==> config.mk <==
export PLATFORM = sky130hd
export DESIGN_NAME = pvt_chain_sweep_measure
export DESIGN_NICKNAME = d
export VERILOG_FILES = /design/src/rtl/pvt_chain_sweep_measure.sv
export SDC_FILE = /design/constraint.sdc
export NUM_CORES = 1
export LEC_CHECK = 0
export ABC_CLOCK_PERIOD_IN_PS = 5600
export BUFFER_PORTS_ARGS = -buffer_cell sky130_fd_sc_hd__buf_2
export CORE_MARGIN = 2
export CORE_UTILIZATION = 40
export CTS_CLUSTER_DIAMETER = 120
export DETAILED_ROUTE_END_ITERATION = 8
export PLACE_DENSITY = 0.56
export REMOVE_ABC_BUFFERS = 1
export SLEW_MARGIN = 20
export SYNTH_ARGS = -nofsm -noshare
export SYNTH_HDL_FRONTEND = slang
export SYNTH_SLANG_ARGS = --single-unit
==> constraint.sdc <==
create_clock -name i_clk -period 5.6 [get_ports i_clk]
set_input_delay 0.28 -clock i_clk [delete_from_list [all_inputs] [get_ports i_clk]]
set_output_delay 0.28 -clock i_clk [all_outputs]
set_load 0.02 [all_outputs]
==> src/rtl/pvt_chain_sweep_measure.sv <==
// Multi-channel PVT delay-chain monitor: launches a token into a selected
// DFF/NAND-buffer chain, counts cycles to a tap, and accumulates over several runs.

module pvt_delay_chain #(
  parameter int N = 16
) (
  input  logic         i_clk,
  input  logic         i_rst,
  input  logic         i_load,
  input  logic         i_run,
  output logic [N-1:0] o_q
);
  // Each stage-to-stage path is two NAND gates wired as inverters; keep
  // attributes stop synthesis from collapsing them into a plain wire.
  (* keep = "true", dont_touch = "true" *) logic [N-2:0] w_nand1;
  (* keep = "true", dont_touch = "true" *) logic [N-2:0] w_nand2;
  logic [N-1:0] r_q;

  for (genvar i = 0; i < N - 1; i++) begin : g_buf
    assign w_nand1[i] = ~(r_q[i] & r_q[i]);
    assign w_nand2[i] = ~(w_nand1[i] & w_nand1[i]);
  end

  // Token enters at stage0 only on load; no recirculation from the last stage.
  always_ff @(posedge i_clk) begin
    if (i_rst || !(i_load || i_run)) r_q <= '0;
    else if (i_load)                 r_q <= N'(1);
    else                             r_q <= {w_nand2, 1'b0};
  end

  assign o_q = r_q;
endmodule

module pvt_chain_sweep_measure #(
  parameter int NCH       = 4,
  parameter int N         = 16,
  parameter int CNT_WIDTH = 8,
  parameter int RUN_WIDTH = 4,
  parameter int TIMEOUT   = 64,
  localparam int CH_W      = $clog2(NCH),
  localparam int TAP_W     = $clog2(N),
  localparam int ACC_WIDTH = CNT_WIDTH + RUN_WIDTH
) (
  input  logic                 i_clk,
  input  logic                 i_rst,
  input  logic                 i_start,
  input  logic [CH_W-1:0]      i_ch_sel,
  input  logic [TAP_W-1:0]     i_tap,
  input  logic [RUN_WIDTH-1:0] i_n_runs,
  input  logic                 i_fi_kill,
  output logic                 o_busy,
  output logic                 o_done,
  output logic                 o_result_valid,
  output logic [ACC_WIDTH-1:0] o_acc_cnt,
  output logic [RUN_WIDTH-1:0] o_fail_cnt,
  output logic                 o_timeout
);
  typedef enum logic [2:0] {S_IDLE, S_LOAD, S_RUN, S_NEXT, S_DONE} state_t;

  state_t                 r_state, w_next;
  logic [CH_W-1:0]        r_ch;
  logic [TAP_W-1:0]       r_tap;
  logic [RUN_WIDTH-1:0]   r_nruns, r_run_idx, r_fail;
  logic [CNT_WIDTH-1:0]   r_cnt;
  logic [ACC_WIDTH-1:0]   r_acc;
  logic                   r_to, r_rv;
  logic [NCH-1:0][N-1:0]  w_chain;
  logic [N-1:0]           w_sel;
  logic                   w_hit, w_bad_hit, w_lost, w_last;

  for (genvar c = 0; c < NCH; c++) begin : g_ch
    pvt_delay_chain #(.N(N)) u_chain (
      .i_clk  (i_clk),
      .i_rst  (i_rst),
      .i_load (r_state == S_LOAD && r_ch == CH_W'(c)),
      .i_run  (r_state == S_RUN && r_ch == CH_W'(c) && !i_fi_kill),
      .o_q    (w_chain[c])
    );
  end

  assign w_sel     = w_chain[r_ch];
  assign w_hit     = w_sel[r_tap];
  assign w_bad_hit = (r_cnt != CNT_WIDTH'(r_tap)) || ($countones(w_sel) != 1);
  assign w_lost    = (w_sel == '0) || (r_cnt == CNT_WIDTH'(TIMEOUT - 1));
  assign w_last    = (r_run_idx == r_nruns - RUN_WIDTH'(1));

  always_ff @(posedge i_clk) begin
    if (i_rst) r_state <= S_IDLE;
    else       r_state <= w_next;
  end

  always_comb begin
    w_next = r_state;
    case (r_state)
      S_IDLE: if (i_start) w_next = S_LOAD;
      S_LOAD: w_next = S_RUN;
      S_RUN:  if (w_hit || w_lost) w_next = S_NEXT;
      S_NEXT: w_next = w_last ? S_DONE : S_LOAD;
      S_DONE: w_next = S_IDLE;
      default: w_next = S_IDLE;
    endcase
  end

  always_ff @(posedge i_clk) begin
    if (i_rst) begin
      r_ch <= '0; r_tap <= '0; r_nruns <= '0; r_run_idx <= '0;
      r_cnt <= '0; r_acc <= '0; r_fail <= '0; r_to <= 1'b0; r_rv <= 1'b0;
    end else begin
      case (r_state)
        S_IDLE: if (i_start) begin
          r_ch      <= i_ch_sel;
          r_tap     <= (i_tap == '0) ? TAP_W'(1) : i_tap;
          r_nruns   <= (i_n_runs == '0) ? RUN_WIDTH'(1) : i_n_runs;
          r_run_idx <= '0;
          r_acc     <= '0;
          r_fail    <= '0;
          r_to      <= 1'b0;
          r_rv      <= 1'b0;
        end
        S_LOAD: r_cnt <= '0;
        S_RUN: begin
          // Tap hit wins over lost/timeout; counter freezes on exit so it stays <= TIMEOUT-1.
          if (w_hit) begin
            r_acc <= r_acc + ACC_WIDTH'(r_cnt);
            if (w_bad_hit) r_fail <= r_fail + RUN_WIDTH'(1);
          end else if (w_lost) begin
            r_fail <= r_fail + RUN_WIDTH'(1);
            r_to   <= 1'b1;
          end else begin
            r_cnt <= r_cnt + CNT_WIDTH'(1);
          end
        end
        S_NEXT: begin
          if (w_last) r_rv <= 1'b1;
          else        r_run_idx <= r_run_idx + RUN_WIDTH'(1);
        end
        default: ;
      endcase
    end
  end

  assign o_busy         = (r_state != S_IDLE);
  assign o_done         = (r_state == S_DONE);
  assign o_result_valid = r_rv;
  assign o_acc_cnt      = r_acc;
  assign o_fail_cnt     = r_fail;
  assign o_timeout      = r_to;
endmodule
==> flow_summary.yaml <==
cts:
  cts_buffer_depth: 2
  cts_tree: "yes"
  ctsHoldBuffers: 0
  clk_pin_slew_ns: 0.07
  cts_made_buffers: 9
  ctsHtreeMaxLevel: 3
  clk_latency_ns: 0.35
  cts-root-buf: "clkbuf_16"
  cts_resized: 0
  cts.sinks: 107
  post_cts_buffers: 0
layout:
  syn2layout_area_growth_pct: 11.38
  layout.nets: 649
  n_fill_cell: 1308
  drive_gt1_share_pct: 15.71
  diodes: 0
  fin_util_pct: 45.30
min_path:
  worstHoldEndpoint: "r_ch[1]$_SDFFE_PP0P_"
  min_path_cells: 3
  hp-start: "i_ch_sel[1]"
  hold_path_class: "in2reg"
detailed_routing:
  avgRoutedWirePerCell_um: 15.08
  drt_iter0_drc: 368
  first_pass_iters: 5
  totalWireLength_um: 11870
  drtAntennaViolNets: 0
  via_per_inst: 5.263
  vias: 4142
  drcViolationCount: 0
yosys:
  synth_top_family_by_area: "simple AND/OR/NAND/NOR gates"
  synthXorXnorAreaFrac_pct: 3.934
  synth_edf_count: 0
  synthCells: 588
  yosys.area.top_type: "dfxtp_1"
  synthAdderAreaFrac_pct: 8.337
  yosys_warnings: 0
  synth_flop_cell: "dfxtp_1"
  synth.cell_area_mm2: 0.005343
  synth_commonest_cells: "107 x dfxtp_1, 87 x inv_1, 63 x nor3_1, 40 x nand2_1, 30 x a21oi_1"
  yosysMostFrequentCell: "dfxtp_1"
  synth_compound_area_share_pct: 10.16
  yosys_register_bits: 107
  async_reset_ff_share_pct: 0
  avgSynthCellArea_um2: 9.086
  synth.area.top_cells: "dfxtp_1 40%, mux4_2 6.3%, inv_1 6.1%"
  synthMuxAreaShare_pct: 8.126
  synth_top_area_share_pct: 40.09
  ys_types: 64
  synthSimpleGateAreaFrac_pct: 20.44
  synth-seq-area-share_pct: 40.09
flow_run:
  maxCapViolCount: 0
timing:
  period_needed_ns: 5.286
  clock_skew_ns: 0.005314
  fmax_ghz: 0.1892
  relSlewSlack_pct: 39.13
  whs_ns: 0.1652
  slew_viol_final: 0
  setup_violations: 0
  period_share_pct: 94.40
  worst_slew_pin_slew_ns: 0.9125
  hold_violations: 0
  rsz0062_at_grt: "no"
power:
  leakage_nw: 2.101
  p_per_area_mw_per_mm2: 277.4
  ir_worst_vdd_mv: 0.2134
placed_design:
  port_buffers: 33
  place.gp.congestion: 0.8723
  dp_hpwl_um: 8747
worst_setup_path:
  crit_type: "reg2reg"
  path_max_fanout: 10
  reg2reg_from: "r_ch[0]$_SDFFE_PP0P_"
  worstSetupStartpointType: "flop"
  worstRegToRegCells: 18
  r2r_setup_slack_ns: 0.31
  arrival_ns: 5.53
  crit_required_ns: 5.85
  cp-end-kind: "flop"
  timing.rr.end: "o_fail_cnt[3]$_SDFFE_PP0P_"
die:
  fp.dieW_um: 119.6
  start_util_pct: 40.67
  fp.dieArea_mm2: 0.01430
  rows: 42
  die_h_um: 119.6
  design.core.area_mm2: 0.01314
  pin_count: 34
global_routing:
  grt_max_degree: 61
  gr-usage-all-layers_pct: 17.56
  antenna_found_initial: 0
  grt_pass1_vias: 4015
  global_route.overflow_total: 0
  grt_pass1_wl_um: 19930
status:
  outcome: "complete, no violations"
-- worst max path at each step --
stage / end / startpoint / cells after the start
detailed placement: o_fail_cnt[2]$_SDFFE_PP0P_ / r_ch[0]$_SDFFE_PP0P_ / 18
global placement: o_fail_cnt[2]$_SDFFE_PP0P_ / r_ch[0]$_SDFFE_PP0P_ / 18
finish: o_fail_cnt[3]$_SDFFE_PP0P_ / r_ch[0]$_SDFFE_PP0P_ / 18
floorplan: o_fail_cnt[2]$_SDFFE_PP0P_ / r_ch[0]$_SDFFE_PP0P_ / 18
CTS: o_fail_cnt[2]$_SDFFE_PP0P_ / r_ch[0]$_SDFFE_PP0P_ / 18
global route: o_fail_cnt[2]$_SDFFE_PP0P_ / r_ch[0]$_SDFFE_PP0P_ / 18
-- where the power goes --
part / internal, mW / total (mW) / switching [mW]
registers: 0.775 / 0.802 / 0.0276
clock network: 0.330 / 0.618 / 0.289
logic: 0.0824 / 0.230 / 0.148
total: 1.19 / 1.65 / 0.464
-- registers in the layout, summed over array words and instances, names as in the netlist --
name and flops:
g_ch.u_chain.o_q 64, o_acc_cnt 12, r_cnt 8, o_fail_cnt 4, r_nruns 4, r_run_idx 4
r_tap 4, r_state 3, r_ch 2, o_result_valid 1, o_timeout 1
-- cell type report --
cell class                 count  area [um^2]  share of cell area [%]
sequential                   107         2147                   36.08
multi-input combinational    360         2733                   45.92
clock inverter                 4        33.78                  0.5677
timing repair buffer          40        230.2                   3.869
clock buffer                  12        256.5                   4.310
tap                          176        220.2                   3.701
inverter                      88        330.3                   5.551
-- through the flow --
stage / setup WS [ns] / power (mW) / cell area [um^2] / std cells / TNS, ns
floorplan: -0.2165 / 0.9719 / 5197 / 555 / -0.7096
global placement: 0.3856 / 1.046 / 5650 / 771 / 0
detailed placement: 0.2329 / 1.049 / 5650 / 771 / 0
CTS: 0.2071 / 1.670 / 5941 / 787 / 0
global route: 0.02602 / 1.726 / 5951 / 787 / 0
finish: 0.3136 / 1.651 / 5951 / 787 / 0
-- placed cells by master, fill, tap and decap left out, types with 3 or more instances in the layout --
master     synthesis  layout
nor4b_1            3       3
xnor2_1           19      19
nand2b_1           5       5
nor3b_1            3       3
nor2_1            26      26
inv_1             87      87
a21oi_1           30      30
nand4_1            5       5
nand3_1           15      15
fa_1              11      11
and3_1             4       4
mux2i_1            4       3
nor4_1            22      22
dfxtp_1          107     105
mux4_2            15      15
xor2_1             5       5
o21ai_0            9       9
nand2_1           40      40
ha_1              18      18
a31oi_1            5       5
nor3_1            63      63
clkbuf_16          0       9
and2_1             3       3
buf_4              1       6
nor3_2             3       3
buf_2              2      33
mux2_2             4       4
-- cells by family (layout without fill, tap and decap cells) --
| family | Yosys count | in the layout |
|---|---|---|
| compound gates | 77 | 77 |
| xor+xnor | 24 | 24 |
| fa+ha+maj | 29 | 29 |
| buf+inv | 121 | 144 |
| flops | 107 | 107 |
| mux | 24 | 24 |
| simple gates | 206 | 206 |
-- metal layers --
layer | part of all wire [%] | vias to the layer above | track usage, % | wire length (um)
li1 | - | 2066 | - | -
met1 | 49 | 2000 | 23.13 | 5768
met2 | 47 | 68 | 28.14 | 5535
met3 | 3.8 | 8 | 5.086 | 448
met4 | 0.99 | 0 | 5.074 | 118
met5 | 0 | - | 0 | 0
-- worst max-delay path: stages, from the launching register on --
cell,delay [ns]
dfxtp_4,0.45
mux2_2,0.37
o21ai_0,0.25
inv_1,0.11
fa_1,0.56
inv_1,0.06
fa_1,0.48
fa_1,0.52
inv_1,0.05
fa_1,0.44
ha_1,0.22
fa_1,0.43
nor2_1,0.10
nand4_1,0.09
nor4_1,0.28
nand4_1,0.17
mux2i_2,0.29
nor2_1,0.09
a32o_1,0.24
Note: power is estimated with default switching activity, not from simulation.
